==> config.mk <==
export PLATFORM = sky130hd
export DESIGN_NAME = riscv_branch_predictor
export DESIGN_NICKNAME = d
export VERILOG_FILES = /design/src/rtl/riscv_pkg.sv /design/src/rtl/riscv_sat_counter2.sv /design/src/rtl/riscv_branch_predictor.sv
export SDC_FILE = /design/constraint.sdc
export NUM_CORES = 2
export LEC_CHECK = 0
export CELL_PAD_IN_SITES_DETAIL_PLACEMENT = 0
export CELL_PAD_IN_SITES_GLOBAL_PLACEMENT = 1
export CORE_UTILIZATION = 30
export CTS_BUF_LIST = sky130_fd_sc_hd__clkbuf_16
export DETAILED_ROUTE_END_ITERATION = 7
export PLACE_DENSITY_LB_ADDON = 0.3
export SETUP_SLACK_MARGIN = 0.3
export SYNTH_ARGS = -nofsm -noshare
export SYNTH_HDL_FRONTEND = slang
export SYNTH_SLANG_ARGS = --single-unit
==> constraint.sdc <==
create_clock -name clk -period 6.7 [get_ports clk]
set_input_delay 1.34 -clock clk [delete_from_list [all_inputs] [get_ports clk]]
set_output_delay 1.34 -clock clk [all_outputs]
set_load 0.01 [all_outputs]
==> src/rtl/riscv_pkg.sv <==
// rtl/riscv_pkg.sv - shared RISC-V constants and 2-bit counter encodings
package riscv_pkg;

  localparam int XLEN = 32;
  localparam logic [XLEN-1:0] PC_INC = 32'd4;

  typedef enum logic [1:0] {
    CTR_SNT = 2'd0,
    CTR_WNT = 2'd1,
    CTR_WT  = 2'd2,
    CTR_ST  = 2'd3
  } ctr_e;

endpackage

==> src/rtl/riscv_sat_counter2.sv <==
// rtl/riscv_sat_counter2.sv - combinational 2-bit saturating up/down counter step
module riscv_sat_counter2
  import riscv_pkg::*;
(
  input  logic [1:0] ctr,
  input  logic       inc,
  output logic [1:0] ctr_next
);

  always_comb begin
    ctr_next = ctr;
    if (inc) begin
      if (ctr != CTR_ST) ctr_next = ctr + 2'd1;
    end else begin
      if (ctr != CTR_SNT) ctr_next = ctr - 2'd1;
    end
  end

endmodule

==> src/rtl/riscv_branch_predictor.sv <==
// rtl/riscv_branch_predictor.sv - direct-mapped BTB with 2-bit counters and mispredict redirect
module riscv_branch_predictor
  import riscv_pkg::*;
#(
  parameter int ENTRIES = 16
) (
  input  logic            clk,
  input  logic            rst,
  input  logic [XLEN-1:0] lookup_pc,
  output logic            pred_taken,
  output logic [XLEN-1:0] pred_target,
  input  logic            upd_valid,
  input  logic [XLEN-1:0] upd_pc,
  input  logic            upd_taken,
  input  logic [XLEN-1:0] upd_target,
  input  logic            upd_pred_taken,
  input  logic [XLEN-1:0] upd_pred_target,
  output logic            mispredict,
  output logic [XLEN-1:0] redirect_pc,
  output logic [XLEN-1:0] mispredict_count
);

  localparam int IDX   = $clog2(ENTRIES);
  localparam int TAG_W = XLEN - IDX - 2;

  logic [ENTRIES-1:0] valid_q;
  logic [TAG_W-1:0]   tag_q    [ENTRIES];
  logic [XLEN-1:0]    target_q [ENTRIES];
  logic [1:0]         ctr_q    [ENTRIES];

  logic [IDX-1:0]   lk_idx, up_idx;
  logic [TAG_W-1:0] lk_tag, up_tag;
  logic             lk_hit, up_hit, wrong;
  logic [1:0]       up_ctr_next;

  assign lk_idx = lookup_pc[IDX+1:2];
  assign lk_tag = lookup_pc[XLEN-1:IDX+2];
  assign up_idx = upd_pc[IDX+1:2];
  assign up_tag = upd_pc[XLEN-1:IDX+2];

  // Lookup reads current table state only, so a same-cycle update is not visible
  assign lk_hit      = valid_q[lk_idx] && (tag_q[lk_idx] == lk_tag);
  assign pred_taken  = lk_hit && ctr_q[lk_idx][1];
  assign pred_target = pred_taken ? target_q[lk_idx] : lookup_pc + PC_INC;

  assign up_hit = valid_q[up_idx] && (tag_q[up_idx] == up_tag);
  assign wrong  = (upd_taken != upd_pred_taken) ||
                  (upd_taken && (upd_pred_target != upd_target));

  riscv_sat_counter2 u_ctr (
    .ctr      (ctr_q[up_idx]),
    .inc      (upd_taken),
    .ctr_next (up_ctr_next)
  );

  always_ff @(posedge clk) begin
    if (rst) begin
      valid_q <= '0;
      for (int i = 0; i < ENTRIES; i++) begin
        tag_q[i]    <= '0;
        target_q[i] <= '0;
        ctr_q[i]    <= CTR_WNT;
      end
    end else if (upd_valid) begin
      if (up_hit) begin
        ctr_q[up_idx] <= up_ctr_next;
        if (upd_taken) target_q[up_idx] <= upd_target;
      end else if (upd_taken) begin
        valid_q[up_idx]  <= 1'b1;
        tag_q[up_idx]    <= up_tag;
        target_q[up_idx] <= upd_target;
        ctr_q[up_idx]    <= CTR_WT;
      end
    end
  end

  always_ff @(posedge clk) begin
    if (rst) begin
      mispredict       <= 1'b0;
      redirect_pc      <= '0;
      mispredict_count <= '0;
    end else begin
      mispredict <= upd_valid && wrong;
      if (upd_valid && wrong) begin
        redirect_pc <= upd_taken ? upd_target : upd_pc + PC_INC;
        if (mispredict_count != '1) mispredict_count <= mispredict_count + 32'd1;
      end
    end
  end

endmodule

==> run_results.csv <==
group,metric,value,unit
layout,postLayoutCoreUtil,35.8,%
layout,fin_nets,4288,
pwr,power.share.clock,38.6,%
logic_synthesis,syn-num-nets,4131,
critical_path,max_stage_delay,590,ps
detailed_routing,drtAntennaViolNets,0,
critical_path,path_max_fanout,10,
detailed_routing,routed_wl,221,mm
global_routing,track_usage,23.8,%
clock_network,cts_tree,"yes",
critical_path,startpoint,"lookup_pc[2]",
layout,syn_to_final_growth,18.1,%
logic_synthesis,yosys.area.top_type,"edfxtp_1",
logic_synthesis,yosys.cell_types.count,81,
floorplanning,die_y,427,um
timing,skew,55.6,ps
critical_path,critPathArrivalTime,5010,ps
critical_path,reg2reg_to,"tag_q[10][23]$_SDFFCE_PN0P_",
floorplanning,start_util,30.3,%
logic_synthesis,yosysWarnings,0,
logic_synthesis,syn_area_per_cell,13.6,sq um
clock_network,clk_pin_slew,60,ps
logic_synthesis,synth-edff-count,960,
detailed_routing,first_iter_violations,4769,
critical_path,path_cells,"buf_16 > buf_12 > buf_6 > buf_4 > mux4_2 > mux4_2 > xnor2_2 > nand4_1 > or4_4 > nor3_4 > buf_12 > buf_12 > buf_16 > mux2_1 > dlygate4sd2_1",
logic_synthesis,ys_ff_latch,1041,
pwr,p_total,15.7,mW
timing,setup_slack,353,ps
placement,numPortBuffers,230,
timing,tns,0,ps
hold_path,hold_path.startpoint,"redirect_pc[13]$_SDFFE_PP0P_",
global_routing,grt_pass1_vias,37612,
logic_synthesis,yosys-top-cells-count,"edfxtp_1 (960), and3_1 (622), mux4_2 (340), clkbuf_1 (323), nor3_1 (212)",
global_routing,grt_first_pass_wirelength,305,mm
critical_path,cpMostUsedCell,"buf_12",
pwr,seq_power_share,48.4,%
logic_synthesis,synth_top_area_share,53.1,%
critical_path,crit_family,"multiplexers",
status,outcome,"completed",
detailed_routing,wl_met2,105,mm
critical_path,r2r-start,"tag_q[4][1]$_SDFFCE_PN0P_",
critical_path,critPathLaunchType,"input port",
global_routing,antenna_found_initial,12,
timing,finalSetupViolations,0,
critical_path,cp.depth,15,
detailed_routing,drtPass1Iterations,5,
pwr,leakage,23.7,nW
logic_synthesis,seq_area_frac_synth,56.1,%
critical_path,crit_slowest_cell,"mux4_2",
clock_network,clock_latency,770,ps
logic_synthesis,synth_area_leaders,"edfxtp_1 (53%), mux4_2 (14%), and3_1 (7.2%)",
clock_network,h-tree-depth,3,
clock_network,cts_sinks,1041,
floorplanning,core,179000,sq um
clock_network,cts_buffers,118,
pwr,p_switching,4.15,mW
hold_path,hold_path_class,"flop to flop",
timing,final-hold-violation-count,0,
critical_path,critical_path_class,"input port to output pin",
detailed_routing,via_per_inst,5.74,
timing,finalCriticalPeriod,6350,ps
critical_path,worst_ep_required_time,5360,ps
detailed_routing,drcViolationCount,0,
detailed_routing,vias,37818,
critical_path,r2r_slack,2460,ps
placement,gp_congestion,0.921,
logic_synthesis,async_reset_ff_share,0,%
critical_path,crit_path_end_kind,"output pin",
detailed_routing,avgRoutedWirePerCell,33.5,um
placement,post-place-ws,31.6,ps
layout,layout-drive-gt1-share,21.6,%
floorplanning,die_area,183000,sq um
clock_network,hold_buffers,0,
detailed_routing,dr_wl_met3,15.5,mm
timing,finalCritPeriodShare,94.7,%
timing,worstMarginPinSlew,1340,ps
logic_synthesis,syn-instance-count,3992,
placement,dpl_cell_area,60100,sq um
detailed_routing,top_layer,"met5",
critical_path,critPathBufInv,8,
timing,fmax,158,MHz
pwr,peakVddDrop,0.000220,V
floorplanning,die_x,427,um
clock_network,max-clock-path-buffers,3,
critical_path,reg2reg_depth,11,
timing,rsz0062_at_grt,"yes",
logic_synthesis,synth_most_common_cell,"edfxtp_1",
placement,placed_cells_incl_taps,6363,
pwr,p_int,11.5,mW
timing,timing.final.max_slew_violations,0,
flow_run,cap_violations,0,
global_routing,globalRouteOverflowTotal,0,
global_routing,grt_max_degree,183,
timing,whs,497,ps
layout,fin_cells,6593,
layout,stdcell_area,64100,sq um
logic_synthesis,synth-main-ff-cell,"edfxtp_1",
floorplanning,rows,155,
floorplanning,ios,231,
timing,relSlewSlack,10.0,%
clock_network,root_buffer,"clkbuf_16",
hold_path,hold-path-endpoint,"redirect_pc[13]$_SDFFE_PP0P_",
pwr,power-per-cell-area,245,nW/um^2
pwr,p_sw_share,26.5,%
detailed_routing,met1_length,88.5,mm
pwr,p_comb_share,13.1,%
logic_synthesis,netlist_area,54300,sq um
hold_path,hold_depth,2,
placement,dp_hpwl,142,mm
power by group through the flow:
stage          sequential [mW]  combinational (mW)  clock, mW
5_1_grt                   7.60                2.11       6.35
6_report                  7.58                2.05       6.04
3_5_place_dp              7.71                2.02          0
4_1_cts                   7.57                2.04       6.12
3_3_place_gp              7.70                2.02          0
2_1_floorplan             7.64                1.09          0
area by class of cell:
class | count | area [sq um]
Inverter | 36 | 139
Tap cell | 2355 | 2950
Clock inverter | 86 | 566
Antenna cell | 5 | 12.5
Multi-Input combinational cell | 2454 | 21900
Fill cell | 17091 | 115000
Sequential cell | 1041 | 30400
Clock buffer | 118 | 2950
Timing Repair Buffer | 498 | 5050
worst register-to-register path: stages (launching register included):
cell and delay [ps]:
edfxtp_1 400, mux4_2 540, o2bb2ai_1 250, or4_1 660, o32ai_1 150, o2111ai_1 160
nor4_2 190, buf_4 230, nand4_1 110, buf_4 230, buf_12 170, and3_1 900
cell usage in the layout (no fill, tap or decap), drive strengths merged, types with 61 or more instances in the layout:
cell / synthesis / final
clkinv: 7 / 61
and3: 622 / 622
dfxtp: 81 / 81
xnor2: 99 / 99
mux2: 69 / 69
buf: 138 / 279
o21ai: 86 / 86
mux4: 340 / 340
nand2: 134 / 134
and2: 153 / 153
clkbuf: 323 / 119
nor2: 106 / 106
edfxtp: 960 / 960
clkdlybuf4s50: 0 / 187
nor3: 221 / 221
mux2i: 136 / 136
how the worst max path moves through the flow:
stage	endpoint	slack, ps
finish	pred_target[10]	350
global route	pred_target[10]	260
CTS	pred_target[22]	300
detailed placement	pred_target[18]	30
global placement	pred_target[6]	60
floorplan	tag_q[11][0]$_SDFFCE_PN0P_	760
cells by family (layout without fill, tap and decap cells):
| family | count (synthesis) | after routing | synth area share, % |
|---|---|---|---|
| AO/OA/AOI/OAI | 332 | 332 | 4.23 |
| XOR/XNOR | 149 | 149 | 2.41 |
| adder cells (fa/ha/maj) | 6 | 6 | 0.138 |
| buffers and inverters | 497 | 738 | 4.17 |
| flip-flops | 1041 | 1041 | 56.1 |
| multiplexers | 545 | 545 | 18.1 |
| other | 0 | 5 | 0 |
| AND/OR/NAND/NOR | 1422 | 1422 | 14.9 |
state kept, by name, summed over array words and instances (netlist names):
name,cells
mispredict_count,32
target_q,512
ctr_q,32
mispredict,1
valid_q,16
tag_q,416
redirect_pc,32
what timing repair did:
| item | in CTS | in global routing |
|---|---|---|
| gates resized for setup | 52 | 36 |
| setup endpoints to repair | 32 | 32 |
| pin swaps | 2 | 4 |
| endpoints found under the hold margin | 0 | 0 |
| buffers inserted | 18 | 0 |
| gates cloned | 3 | 0 |
routing by layer:
| metal | global-route usage [%] | up-vias |
|---|---|---|
| li1 | - | 15835 |
| met1 | 31.2 | 19719 |
| met2 | 38.8 | 1866 |
| met3 | 3.01 | 394 |
| met4 | 12.0 | 4 |
| met5 | 0 | - |
No activity file was read; power rests on OpenSTA's default activity.
